`config.mk`:
```
export PLATFORM = sky130hd
export DESIGN_NAME = uart_tx_arb
export DESIGN_NICKNAME = d
export VERILOG_FILES = /design/src/rtl/uart_tx_arb.sv
export SDC_FILE = /design/constraint.sdc
export NUM_CORES = 1
export LEC_CHECK = 0
export ABC_AREA = 0
export ABC_CLOCK_PERIOD_IN_PS = 2100
export BUFFER_PORTS_ARGS = -buffer_cell sky130_fd_sc_hd__buf_2
export CORE_MARGIN = 2
export CORE_UTILIZATION = 31
export DETAILED_ROUTE_END_ITERATION = 10
export PLACE_DENSITY = 0.55
export SYNTH_ARGS = -nofsm -noshare
export SYNTH_HDL_FRONTEND = slang
export SYNTH_SLANG_ARGS = --single-unit
```
`constraint.sdc`:
```
create_clock -name clk -period 2.1 [get_ports clk]
set_input_delay 0.21 -clock clk [delete_from_list [all_inputs] [get_ports clk]]
set_output_delay 0.21 -clock clk [all_outputs]
set_load 0.02 [all_outputs]
```
`src/rtl/uart_tx_arb.sv`:
```
// uart_tx_arb: line-locked round-robin arbiter in front of a single UART TX core.
// A requester keeps the transmitter until it sends EOL or stays idle for TIMEOUT
// cycles. A one-entry registered output stage feeds the TX core.
module uart_tx_arb #(
   parameter int          NREQ    = 2,
   parameter int          TIMEOUT = 255,
   parameter logic [7:0]  EOL     = 8'h0A
) (
   input  logic               clk,
   input  logic               rst_n,
   input  logic [NREQ-1:0]    req_valid,
   input  logic [8*NREQ-1:0]  req_data,
   output logic [NREQ-1:0]    req_ready,
   output logic               tx_valid,
   output logic [7:0]         tx_data,
   input  logic               tx_ready,
   output logic [NREQ-1:0]    grant,
   output logic               busy
);

   localparam int             LW       = (NREQ > 1) ? $clog2(NREQ) : 1;
   localparam int             CW       = $clog2(TIMEOUT + 1);
   localparam logic [CW-1:0]  TMO      = CW'(TIMEOUT);
   localparam logic [LW-1:0]  LAST_RST = LW'(NREQ - 1);

   typedef enum logic {S_IDLE, S_GRANT} state_e;

   state_e            state_q, state_d;
   logic [NREQ-1:0]   grant_q, grant_d;
   logic [LW-1:0]     last_q, last_d;
   logic [CW-1:0]     cnt_q, cnt_d;
   logic              tx_valid_q, tx_valid_d;
   logic [7:0]        tx_data_q, tx_data_d;

   logic              own_valid;
   logic [7:0]        own_data;
   logic              out_ready;
   logic              accept;
   logic              win_found;
   logic [LW-1:0]     win_idx;
   logic [LW-1:0]     cand;

   // Owner's valid/data selected through the one-hot grant; handshake qualifier.
   always_comb begin
      own_data = 8'h00;
      for (int i = 0; i < NREQ; i++) begin
         own_data = own_data | ({8{grant_q[i]}} & req_data[8*i +: 8]);
      end
      own_valid = |(req_valid & grant_q);
      out_ready = !tx_valid_q || tx_ready;
      accept    = (state_q == S_GRANT) && own_valid && out_ready;
      req_ready = ((state_q == S_GRANT) && out_ready) ? grant_q : '0;
   end

   // Round-robin search starting one past the last winner.
   always_comb begin
      win_found = 1'b0;
      win_idx   = last_q;
      cand      = last_q;
      for (int k = 1; k <= NREQ; k++) begin
         cand = LW'((int'(last_q) + k) % NREQ);
         if (!win_found && req_valid[cand]) begin
            win_found = 1'b1;
            win_idx   = cand;
         end
      end
   end

   // Next-state: arbitration, idle counter, release and the output register.
   always_comb begin
      state_d    = state_q;
      grant_d    = grant_q;
      last_d     = last_q;
      cnt_d      = cnt_q;
      tx_valid_d = tx_valid_q && !tx_ready;
      tx_data_d  = tx_data_q;

      if (accept) begin
         tx_valid_d = 1'b1;
         tx_data_d  = own_data;
      end

      case (state_q)
         S_IDLE: begin
            if (win_found) begin
               state_d          = S_GRANT;
               grant_d          = '0;
               grant_d[win_idx] = 1'b1;
               last_d           = win_idx;
               cnt_d            = '0;
            end
         end
         S_GRANT: begin
            // A stalled-but-valid owner is not idle, so only a missing valid counts.
            if (accept || own_valid) cnt_d = '0;
            else if (cnt_q != TMO)   cnt_d = cnt_q + CW'(1);
            if ((accept && own_data == EOL) || cnt_d == TMO) begin
               state_d = S_IDLE;
               grant_d = '0;
               cnt_d   = '0;
            end
         end
         default: begin
            state_d = S_IDLE;
            grant_d = '0;
         end
      endcase
   end

   // State and output registers; reset discards any pending output byte.
   always_ff @(posedge clk or negedge rst_n) begin
      if (!rst_n) begin
         state_q    <= S_IDLE;
         grant_q    <= '0;
         last_q     <= LAST_RST;
         cnt_q      <= '0;
         tx_valid_q <= 1'b0;
         tx_data_q  <= 8'h00;
      end else begin
         state_q    <= state_d;
         grant_q    <= grant_d;
         last_q     <= last_d;
         cnt_q      <= cnt_d;
         tx_valid_q <= tx_valid_d;
         tx_data_q  <= tx_data_d;
      end
   end

   assign tx_valid = tx_valid_q;
   assign tx_data  = tx_data_q;
   assign grant    = grant_q;
   assign busy     = (state_q == S_GRANT) || tx_valid_q;

endmodule

```
==> results.toml, run 1 <==
[power_and_ir_drop]
power.density_nw_per_um2 = 1183
power.leakage_nw = 0.7641
vdd_ir_drop_max_uv = 504.3

[critical_path]
critPathRequiredTime_ps = 2250
cp_max_fo = 8
worst-path-buf-inv = 1
critPathCapture = "cnt_q[2]"
path_cells = "ha_4, and4_1, a211o_1, nor3_1, nand4_2, buf_4, a31oi_2, nor2_1"
cp-end-kind = "register"
crit_type = "register to register"
arrival_ps = 2120
slowest_delay_ps = 410
startpoint = "cnt_q[0]"
path_depth = 8
rr_endpoint = "cnt_q[2]"
start_kind = "register"
worstReg2RegStart = "cnt_q[0]"
slowest_stage = "dfrtp_1"
rr_worst_depth = 8
worst-r2r-setup-slack_ps = 130
crit_family = "simple AND/OR/NAND/NOR gates"

[global_route]
grt_pass1_wl_um = 5582
antenna_found_initial = 0
grt_max_degree = 22
grt_remaining_overflow = 0
grt_pass1_vias = 1207
track_usage_pct = 15.74

[logic_synthesis]
yosys_warnings = 0
synth_ff_type = "dfrtp_1"
async_flop_share_pct = 100.0
netlist_instances = 150
syn_avg_cell_area_um2 = 8.700
synth_cell_types = 43
synth_nets = 172
ys_seq_elements = 21
synth_area_um2 = 1305
yosysTopAreaCell = "dfrtp_1"
synth_edf_count = 0
synth.area.top_cells = "dfrtp_1, nand2_1, a22oi_1, o21ai_0, a21oi_1"
synth_top_area_share_pct = 38.35
yosysSeqAreaShare_pct = 40.36

[timing]
hold_viol = 0
period_share_pct = 93.88
fin_crit_ps = 1972
rsz0062_at_grt = "no"
setup_violations = 0
timing.fmax_mhz = 507.2
max-slew-margin-rel_pct = 60.15
fin_setup_tns_ps = 0
whs_ps = 252.0
max_slew.worst_pin.slew_ps = 594.5
drv_slew = 0
fin_skew_ps = 5.859

[finish]
area_growth_pct = 26.85
fin_area_um2 = 1655
drive_gt1_share_pct = 34.38
layout_commonest_cell = "buf_2"
final_cell_mix = "buf_2, nand2_1, dfrtp_1"
fin_nets = 215
nFillCells = 422
antenna_cells = 0

[clocking]
root_buffer = "clkbuf_8"
cts_buffers = 3
clk_latency_ps = 260
cts.sinks = 21
htree_levels = 1
cts.path.max_buffers = 2
path_clk_slew_ps = 80
cts_tree = "done"

[routing]
wl_per_cell_um = 14.80
drt_pass1_iterations = 4
drt-initial-drc-count = 63
remaining_drc_errors = 0
drt-vias-per-instance = 5.550
final_antenna_net_count = 0
finalWirelength_um = 3581
vias = 1343

[floorplan]
core_um2 = 4029
rows = 23
start_util_pct = 32.39
die_w_um = 68.88
die_area_um2 = 4744
io-pin-count = 35
die_height_um = 68.88

[hold_path]
hold_path.class = "primary input to register"

[flow_run]
cap_violations = 0

[outcome]
status = "completed"

[placement]
hpwl_um = 2639
gp_congestion = 0.8394
placed_area_um2 = 1556
portBuffers = 34
[flip-flops by register name (all words and copies together), names as in the netlist]
| register | count |
|---|---|
| cnt_q | 8 |
| tx_data | 8 |
| grant | 2 |
| last_q | 1 |
| state_q | 1 |
| tx_valid | 1 |
[report_power, final]
part / switching, mW / total, mW / internal, mW / leakage [nW]
sequential: 0.133 / 0.697 / 0.564 / 0.268
combinational: 0.607 / 0.999 / 0.392 / 0.473
clock: 0.128 / 0.263 / 0.135 / 0.0228
[metrics by stage]
step	instances	setup slack [ps]	util, %	power (mW)
global route	242	27.65	41.09	2.135
detailed placement	236	-33.20	38.63	1.662
CTS	241	65.49	40.06	1.932
finish	242	128.5	41.09	1.959
global placement	236	37.65	38.63	1.631
floorplan	150	19.05	-	1.297
[how the worst min path moves through the flow]
stage                       startpoint          to  slack [ps]  cells after the start
after global routing      req_valid[1]      last_q         260                      3
final                     req_valid[1]      last_q         250                      3
after CTS                 req_valid[1]      last_q         250                      3
after global placement           rst_n  tx_data[1]         200                      1
after detailed placement         rst_n  tx_data[3]         200                      1
after floorplan                  rst_n    cnt_q[0]         -90                      0
[cell families after synthesis]
| family | after synthesis | share of synthesized area [%] |
|---|---|---|
| buf+inv | 13 | 5.464 |
| simple gates | 61 | 25.41 |
| flops | 21 | 40.36 |
| fa+ha+maj | 1 | 0.9586 |
| compound gates | 54 | 27.81 |
[cell usage after synthesis, types with 2 or more instances]
cell type and n:
nor4_1 2, o21ai_1 2, dfrtp_1 20, nor2_1 7, nand4_1 2, nor3_1 2
a211o_1 2, nand2_1 25, buf_6 3, and4_2 2, and3_2 3, a31oi_1 4
nand3_1 3, a22oi_1 10, and3_1 4, clkbuf_1 4, and4_1 2, inv_1 6
a21oi_1 8, o21ai_0 15, o211ai_1 2
[cell type report]
type / instances / area, um2 / share of cell area [%]
inverters: 6 / 22.52 / 1.361
multi-input cells: 116 / 743.2 / 44.90
repair buffers: 45 / 255.2 / 15.42
well taps: 50 / 62.56 / 3.779
clock buffers: 4 / 45.04 / 2.721
flip-flops and latches: 21 / 526.8 / 31.82
[worst register-to-register path, cell delays in order (launching register included)]
cell and delay (ps):
dfrtp_1 410, ha_4 210, and4_1 190, a211o_1 300, nor3_1 240, nand4_2 90, buf_4 190, a31oi_2 170
nor2_1 60
[repair_timing]
action	4_1_cts	5_1_grt
pin swaps	2	2
hold buffers	1	0
resized for setup	1	5
buffers inserted	0	1
endpoints found under the setup margin	6	11
hold endpoints to repair	20	0
[layer usage]
| metal | share of wire, % | vias up | wire length (um) | track usage [%] |
|---|---|---|---|---|
| li1 | - | 650 | - | - |
| met1 | 46 | 646 | 1656 | 20.49 |
| met2 | 47 | 43 | 1684 | 26.56 |
| met3 | 5.8 | 4 | 208 | 2.597 |
| met4 | 0.92 | 0 | 33 | 5.147 |
| met5 | 0 | - | 0 | 0 |
Note: power is estimated with default switching activity, not from simulation.
==> run 2, diff against run 1 <==
- ABC_CLOCK_PERIOD_IN_PS: 2100 -> 2600
- PLACE_DENSITY: 0.55 -> 0.53
- clock period: 2.1 -> 2.6 ns (I/O delays scaled with it)
==> results.toml, run 2 (synthesis results as in run 1) <==
[power_and_ir_drop]
vdd_ir_drop_max_uv = 402.9
power.density_nw_per_um2 = 976.2
power.leakage_nw = 0.7219
switching_share_pct = 45.93
combPwrFrac_pct = 46.4
netSwitchingPower_mw = 0.6995
p_int_mw = 0.8236
seq_power_share_pct = 39.0
power.share.clock_pct = 14.6

[critical_path]
path_cells = "ha_1, and3_1, nand4_1, a211oi_2, nand4_2, nand3_2, o21ai_0"
crit_family = "simple AND/OR/NAND/NOR gates"
slowest_stage = "dfrtp_1"
start_kind = "register"
worst-path-buf-inv = 0
worst-r2r-setup-slack_ps = 230
critPathRequiredTime_ps = 2740
rr_worst_depth = 7
arrival_ps = 2510
rr_endpoint = "grant[1]"
cp_max_fo = 10
slowest_delay_ps = 480
cp-end-kind = "register"
crit_type = "register to register"
worstReg2RegStart = "cnt_q[0]"

[timing]
drv_slew = 0
max_slew.worst_pin.slew_ps = 627.2
timing.fmax_mhz = 421.5
rsz0062_at_grt = "no"
fin_setup_tns_ps = 0
fin_crit_ps = 2373
hold_viol = 0
max-slew-margin-rel_pct = 57.96
period_share_pct = 91.26
fin_skew_ps = 4.681
setup_violations = 0

[finish]
antenna_cells = 0
fin_cells = 234
fin_nets = 207
drive_gt1_share_pct = 29.89
layout_commonest_cell = "buf_2"
final_cell_mix = "buf_2, nand2_1, dfrtp_1"
area_growth_pct = 19.56

[placement]
portBuffers = 34
gp_congestion = 0.8302
hpwl_um = 2653
place_inst = 229

[hold_path]
min-delay-start = "req_valid[1]"
worstHoldEndpoint = "last_q"
holdPathStages = 3
hold_path.class = "primary input to register"

[clocking]
clk_latency_ps = 260
htree_levels = 1
postCtsHoldBufs = 1
root_buffer = "clkbuf_8"
cts.sinks = 21
cts.path.max_buffers = 2
ctsResizeCount = 0
path_clk_slew_ps = 80
cts_buffers = 3
cts_tree = "done"
cts_setup_buffers = 0

[floorplan]
die_area_um2 = 4744
core_um2 = 4029
rows = 23
io-pin-count = 35
die_height_um = 68.88
die_w_um = 68.88
start_util_pct = 32.39

[global_route]
grt_pass1_wl_um = 5934
grt_max_degree = 22
track_usage_pct = 16.79
grt_remaining_overflow = 0
grt_pass1_vias = 1248
antenna_found_initial = 0

[flow_run]
cap_violations = 0

[routing]
remaining_drc_errors = 0
final_antenna_net_count = 0
vias = 1291
drt-vias-per-instance = 5.517
wl_per_cell_um = 15.44
drt_pass1_iterations = 4
finalWirelength_um = 3612
drt-initial-drc-count = 40

[outcome]
status = "completed"
-- run 2: worst max-delay path by stage --
stage	startpoint	end	slack (ps)	depth (start not counted)
6_report	cnt_q[0]	grant[1]	230	7
5_1_grt	cnt_q[0]	grant[1]	20	7
4_1_cts	cnt_q[0]	grant[1]	260	7
3_5_place_dp	cnt_q[0]	grant[1]	280	7
3_3_place_gp	cnt_q[0]	grant[0]	270	7
2_1_floorplan	cnt_q[0]	cnt_q[6]	520	9
-- run 2: through the flow --
stage | instance area (um2) | hold slack, ps | total power, mW | worst slack (ps) | utilization, %
after global routing | 1560 | 332.1 | 1.654 | 17.81 | 38.73
after detailed placement | 1504 | 262.1 | 1.307 | 280.3 | 37.33
after global placement | 1504 | 243.7 | 1.279 | 270.0 | 37.33
after CTS | 1560 | 287.3 | 1.535 | 255.9 | 38.73
final | 1560 | 295.6 | 1.523 | 227.4 | 38.73
after floorplan | 1305 | -35.59 | 1.047 | 519.0 | -
-- run 2: layout make-up --
| type | count | area (um2) |
|---|---|---|
| Fill cell | 436 | 2469 |
| Inverter | 6 | 22.52 |
| Timing Repair Buffer | 37 | 195.2 |
| Tap cell | 50 | 62.56 |
| Multi-Input combinational cell | 116 | 706.9 |
| Clock buffer | 3 | 41.29 |
| Clock inverter | 1 | 5.005 |
| Sequential cell | 21 | 526.8 |
-- run 2: power groups by stage --
| stage | logic (mW) | clock network (mW) | registers, mW |
|---|---|---|---|
| 2_1_floorplan | 0.386 | 0 | 0.661 |
| 3_3_place_gp | 0.692 | 0 | 0.587 |
| 3_5_place_dp | 0.708 | 0 | 0.599 |
| 4_1_cts | 0.712 | 0.231 | 0.592 |
| 5_1_grt | 0.795 | 0.242 | 0.617 |
| 6_report | 0.707 | 0.222 | 0.594 |
-- run 2: tightest hold or removal path: stages --
cell and delay, ps:
buf_2 130, nand2_1 80, o21ai_0 80
-- run 2: metal layers --
metal	vias up	routed length (um)	global-route usage, %
met5	-	0	0
met4	0	12	2.206
met3	2	149	3.409
met2	32	1824	29.69
met1	623	1625	21.64
li1	634	-	-
